===== src/rtl/fifo_write_arbiter.sv =====
// fifo_write_arbiter: round-robin sharing of the single fifo_top write port
// among NREQ requesters in the write clock domain. A grant lasts for up to
// MAX_BURST accepted words, until the requester flags its last word, or until
// it withdraws its request. winc/wdata are driven combinationally from the
// granted requester so that wfull back-pressure acts in the same cycle.
module fifo_write_arbiter #(
  parameter int NREQ      = 4,
  parameter int DW        = 32,
  parameter int MAX_BURST = 4
) (
  input  logic               wclk,
  input  logic               wrst_n,
  input  logic [NREQ-1:0]    req,
  input  logic [NREQ*DW-1:0] req_data,
  input  logic [NREQ-1:0]    req_last,
  output logic [NREQ-1:0]    ack,
  output logic               winc,
  output logic [DW-1:0]      wdata,
  input  logic               wfull,
  output logic [2:0]         grant_id,
  output logic               busy
);

  // Index width for requesters and beat counter width (holds MAX_BURST-1).
  localparam int GW = (NREQ > 1) ? $clog2(NREQ) : 1;
  localparam int BW = (MAX_BURST > 1) ? $clog2(MAX_BURST) : 1;
  localparam logic [BW-1:0] BEAT_LAST = BW'(MAX_BURST - 1);
  localparam logic [GW-1:0] REQ_LAST_IDX = GW'(NREQ - 1);

  typedef enum logic {
    IDLE  = 1'b0,
    GRANT = 1'b1
  } state_t;

  state_t          state_q, state_d;
  logic [GW-1:0]   rr_ptr_q, rr_ptr_d;
  logic [GW-1:0]   gnt_q, gnt_d;
  logic [BW-1:0]   beat_cnt_q, beat_cnt_d;

  logic [DW-1:0]   data_arr [NREQ];
  logic            gnt_req;
  logic            gnt_last;
  logic            accept;
  logic [GW-1:0]   gnt_next_ptr;
  logic [GW-1:0]   pick;

  // First requesting index found when searching upward from ptr, modulo NREQ.
  function automatic logic [GW-1:0] rr_pick(input logic [NREQ-1:0] r,
                                            input logic [GW-1:0]   ptr);
    logic [GW-1:0] sel;
    logic [GW-1:0] cand;
    logic          found;
    int            sum;
    sel   = ptr;
    found = 1'b0;
    for (int i = 0; i < NREQ; i++) begin
      sum = int'(ptr) + i;
      if (sum >= NREQ) begin
        sum = sum - NREQ;
      end
      cand = GW'(sum);
      if (!found && r[cand]) begin
        sel   = cand;
        found = 1'b1;
      end
    end
    return sel;
  endfunction

  // Split the flat requester data bus into per-requester words.
  always_comb begin
    for (int k = 0; k < NREQ; k++) begin
      data_arr[k] = req_data[k*DW +: DW];
    end
  end

  // Granted requester view and the round-robin pointer that follows it.
  always_comb begin
    gnt_req      = req[gnt_q];
    gnt_last     = req_last[gnt_q];
    gnt_next_ptr = (gnt_q == REQ_LAST_IDX) ? '0 : gnt_q + GW'(1);
    pick         = rr_pick(req, rr_ptr_q);
  end

  // Write-port outputs: a word passes only while granted and the FIFO has room.
  always_comb begin
    accept   = (state_q == GRANT) && gnt_req && !wfull;
    winc     = accept;
    ack      = '0;
    wdata    = '0;
    if (accept) begin
      ack[gnt_q] = 1'b1;
      wdata      = data_arr[gnt_q];
    end
    busy     = (state_q == GRANT);
    grant_id = 3'(gnt_q);
  end

  // Next-state logic: arbitrate in IDLE, count beats and detect burst end in GRANT.
  always_comb begin
    state_d    = state_q;
    rr_ptr_d   = rr_ptr_q;
    gnt_d      = gnt_q;
    beat_cnt_d = beat_cnt_q;
    unique case (state_q)
      IDLE: begin
        if (|req) begin
          gnt_d      = pick;
          beat_cnt_d = '0;
          state_d    = GRANT;
        end
      end
      GRANT: begin
        if (!gnt_req) begin
          // Requester withdrew: release the port without a write.
          state_d    = IDLE;
          rr_ptr_d   = gnt_next_ptr;
          beat_cnt_d = '0;
        end else if (accept) begin
          if (gnt_last || (beat_cnt_q == BEAT_LAST)) begin
            state_d    = IDLE;
            rr_ptr_d   = gnt_next_ptr;
            beat_cnt_d = '0;
          end else begin
            beat_cnt_d = beat_cnt_q + BW'(1);
          end
        end
        // Otherwise wfull is stalling the burst: hold everything.
      end
      default: begin
        state_d = IDLE;
      end
    endcase
  end

  // State register with asynchronous reset so winc/ack drop as soon as reset asserts.
  always_ff @(posedge wclk or negedge wrst_n) begin
    if (!wrst_n) begin
      state_q    <= IDLE;
      rr_ptr_q   <= '0;
      gnt_q      <= '0;
      beat_cnt_q <= '0;
    end else begin
      state_q    <= state_d;
      rr_ptr_q   <= rr_ptr_d;
      gnt_q      <= gnt_d;
      beat_cnt_q <= beat_cnt_d;
    end
  end

endmodule


===== config.mk =====
export PLATFORM = sky130hd
export DESIGN_NAME = fifo_write_arbiter
export DESIGN_NICKNAME = d
export VERILOG_FILES = /design/src/rtl/fifo_write_arbiter.sv
export SDC_FILE = /design/constraint.sdc
export NUM_CORES = 1
export LEC_CHECK = 0
export ABC_CLOCK_PERIOD_IN_PS = 4900
export CORE_ASPECT_RATIO = 0.9
export CORE_MARGIN = 2
export CORE_UTILIZATION = 30
export CTS_CLUSTER_SIZE = 20
export DETAILED_ROUTE_END_ITERATION = 12
export PLACE_DENSITY = 0.89
export SLEW_MARGIN = 20
export SYNTH_ARGS = -nofsm -noshare
export SYNTH_HDL_FRONTEND = slang
export SYNTH_SLANG_ARGS = --single-unit

===== constraint.sdc =====
create_clock -name wclk -period 4.9 [get_ports wclk]
set_clock_uncertainty 0.15 [all_clocks]
set_input_delay 0.735 -clock wclk [delete_from_list [all_inputs] [get_ports wclk]]
set_output_delay 0.735 -clock wclk [all_outputs]
set_load 0.005 [all_outputs]

==> insert_results.sql <==
INSERT INTO impl_metrics (metric_group, metric, value, unit) VALUES
('placed_design', 'pre_cts_ws', '1.162', 'ns'),
('pwr', 'seq_power_share', '14.3', '%'),
('logic_synthesis', 'postSynth.topFlopCell', 'sky130_fd_sc_hd__dfrtp_1', ''),
('clock_tree', 'cts_post_setup_buffers_inserted', '0', ''),
('logic_synthesis', 'post_synth.cell_area_avg', '10.86', 'um^2'),
('logic_synthesis', 'synthesized_netlist_cell_count', '142', ''),
('route', 'viasPerCell', '5.423', ''),
('status', 'status', 'finished clean', ''),
('timing', 'timing_max_transition_violations_final', '0', ''),
('route', 'remaining_number_of_nets_flagged_by_the_antenna_check_after_routing', '0', ''),
('die', 'die-height', '72.01', 'um'),
('cells_and_area', 'final_net_count', '456', ''),
('clock_tree', 'clkLatencyLatePin', '0.23', 'ns'),
('cells_and_area', 'final_layout_size_suffix_gt1_share', '14.15', '%'),
('route', 'drc', '0', ''),
('logic_synthesis', 'synthesis_stage_register_bit_count', '7', ''),
('die', 'placement_rows', '24', ''),
('logic_synthesis', 'synth_area_leader_cell', 'sky130_fd_sc_hd__mux4_2', ''),
('setup_path', 'worstSetupStartpointType', 'input pin', ''),
('clock_tree', 'clock-sinks', '7', ''),
('setup_path', 'critical_path.endpoint_type', 'output pin', ''),
('setup_path', 'signal_arrival_time_at_the_worst_endpoint', '2.86', 'ns'),
('route', 'detail_route.first_pass.iterations', '4', ''),
('logic_synthesis', 'synth_edf_count', '0', ''),
('pwr', 'comb_power_share', '78.5', '%'),
('pwr', 'p_switching', '446.8', 'uW'),
('logic_synthesis', 'synth_area_leaders', 'sky130_fd_sc_hd__mux4_2 48%, sky130_fd_sc_hd__and3_1 15%, sky130_fd_sc_hd__dfrtp_1 11%, sky130_fd_sc_hd__ha_1 4.1%, sky130_fd_sc_hd__clkbuf_1 2.2%', ''),
('route', 'drt-initial-drc-count', '44', ''),
('die', 'initial_utilization', '31.49', '%'),
('placed_design', 'post-dp-hpwl', '6.360', 'mm'),
('timing', 'setup-violations-final', '0', ''),
('grt', 'globalRouteTotalUtil', '26.31', '%'),
('pwr', 'power_per_cell_area', '339.0', 'nW/um^2'),
('route', 'detail_route.wl_per_cell', '20.85', 'um'),
('setup_path', 'timing.setup.critical_path_class', 'input pin to output pin', ''),
('pwr', 'power_frac_clock', '7.2', '%'),
('die', 'design.core.area', '4895', 'um^2'),
('cells_and_area', 'final_instance_count_without_filler_cells', '376', ''),
('clock_tree', 'htree_num_levels', '1', ''),
('timing', 'timing.slew.headroom', '44.90', '%'),
('timing', 'worstMarginPinSlew', '0.8265', 'ns'),
('timing', 'min_period_over_period', '76.48', '%'),
('cells_and_area', 'final_util', '69.50', '%'),
('worst_hold_path', 'hold_class', 'flip-flop to flip-flop', ''),
('logic_synthesis', 'netlist.area_leader.share', '48.21', '%'),
('setup_path', 'worst_ep_required_time', '4.01', 'ns'),
('clock_tree', 'numCtsBuffers', '3', ''),
('timing', 'setup_total_negative_slack', '0', 'ns'),
('timing', 'final_critical_path_setup_slack', '1.152', 'ns'),
('die', 'die_x', '79.56', 'um'),
('clock_tree', 'ctsRootBufferMaster', 'sky130_fd_sc_hd__clkbuf_8', ''),
('placed_design', 'numPlacedInstances', '372', ''),
('timing', 'finalWorstPathRequiredPeriod', '3.748', 'ns'),
('timing', 'rsz_0062_raised_after_global_routing', 'false', ''),
('grt', 'antenna_found_initial', '0', ''),
('timing', 'max_freq', '266.8', 'MHz'),
('clock_tree', 'cts.hold.buffers_added', '0', ''),
('die', 'ios', '180', ''),
('grt', 'grt_max_degree', '41', ''),
('route', 'routed_wl', '7.840', 'mm'),
('logic_synthesis', 'netlist_area', '1541', 'um^2'),
('placed_design', 'finalWeightedCongestion', '0.8162', ''),
('worst_hold_path', 'min_delay_path_depth', '1', ''),
('logic_synthesis', 'yosys.cell_types.count', '29', ''),
('grt', 'grt_pass1_vias', '2146', ''),
('logic_synthesis', 'asyncSetResetFlopFracSynth', '100.0', '%'),
('setup_path', 'worst_r2r_path_depth', '4', ''),
('grt', 'grt_pass1_wl', '11.41', 'mm'),
('pwr', 'internal_power', '706.5', 'uW'),
('grt', 'gr-total-overflow', '0', ''),
('clock_tree', 'worst_setup_hold_path_clk_slew', '0.04', 'ns');
through the flow:
stage               instance area (um^2)  total power, mW  hold WS, ns
floorplan                           1541           0.6896       0.2894
finish                              3402            1.153       0.3654
global placement                    3357            1.050       0.3516
CTS                                 3402            1.158       0.3622
detailed placement                  3357            1.070       0.3572
global route                        3402            1.236       0.3847
cell usage after synthesis (all sizes together) (2+ instances only):
cell type / count
inv: 5
mux4: 33
o21ai: 5
dfrtp: 7
nor2: 6
nand2: 4
buf: 8
nor2b: 4
o22ai: 2
ha: 5
and3: 36
mux2: 2
mux2i: 2
a21oi: 3
clkbuf: 9
layer usage:
metal  track usage (%)  vias to the layer above  wire, um
li1                  -                      912         -
met1             28.74                     1003      2852
met2             48.65                      105      4105
met3             7.960                       19       702
met4             8.429                        0       181
met5                 0                        -         0
kinds of logic (layout without fill, tap and decap cells):
logic type	Yosys count	in the layout	share of synthesized area, %
other	1	1	0.2433
AND/OR/NAND/NOR	53	53	19.81
AO/OA/AOI/OAI	17	17	7.062
buffers and inverters	22	191	6.493
multiplexers	37	37	50.97
flip-flops	7	7	11.36
adder cells (fa/ha/maj)	5	5	4.058
layout make-up:
| type | count | area, um^2 |
|---|---|---|
| multi-input cells | 113 | 1269 |
| repair buffers | 182 | 1812 |
| flip-flops and latches | 7 | 176.4 |
| fillers | 358 | 1493 |
| clock buffers | 4 | 45.04 |
| well taps | 65 | 81.33 |
| inverters | 5 | 18.77 |
cell usage in the layout, fill, tap and decap left out, drive strengths merged:
cell type and instances:
a211o 1, a21boi 1, a21oi 3, a22oi 1, a31oi 1, and3 36
buf 4, clkbuf 4, clkdlybuf4s50 178, conb 1, dfrtp 7, ha 5
inv 5, mux2 2, mux2i 2, mux4 33, nand2 4, nand2b 1
nor2 6, nor2b 4, nor3 1, nor4 1, o2111ai 1, o21ai 5
o22ai 2, o2bb2ai 1, o32ai 1
state kept, by name, summed over array words and instances, names as in the netlist:
name        flops
busy            1
gnt_q           2
beat_cnt_q      2
rr_ptr_q        2
worst paths after layout:
| check | start | endpoint | slack, ns |
|---|---|---|---|
| setup / recovery | req[3] | ack[2] | 1.15 |
| max in group asynchronous | wrst_n | gnt_q[0]$_DFFE_PN0P_ | 3.74 |
| min in group asynchronous | wrst_n | busy$_DFF_PN0_ | 0.61 |
| hold / removal | beat_cnt_q[0]$_DFFE_PN0P_ | beat_cnt_q[0]$_DFFE_PN0P_ | 0.37 |
| setup reg to reg | gnt_q[1]$_DFFE_PN0P_ | rr_ptr_q[0]$_DFFE_PN0P_ | 2.25 |
| hold reg to reg | beat_cnt_q[0]$_DFFE_PN0P_ | beat_cnt_q[0]$_DFFE_PN0P_ | 0.37 |
worst max-delay path, stage by stage:
cell and delay (ns):
sky130_fd_sc_hd__clkdlybuf4s50_1 0.51, sky130_fd_sc_hd__mux4_2 0.82, sky130_fd_sc_hd__and3_1 0.31, sky130_fd_sc_hd__clkdlybuf4s50_1 0.48
power by group through the flow:
stage	combinational, mW	clock [mW]	sequential (mW)
floorplan	0.580	0	0.110
finish	0.906	0.0829	0.165
CTS	0.908	0.0857	0.164
global placement	0.888	0	0.163
global route	0.971	0.0909	0.174
detailed placement	0.905	0	0.165
(Power assumes the default switching activity.)
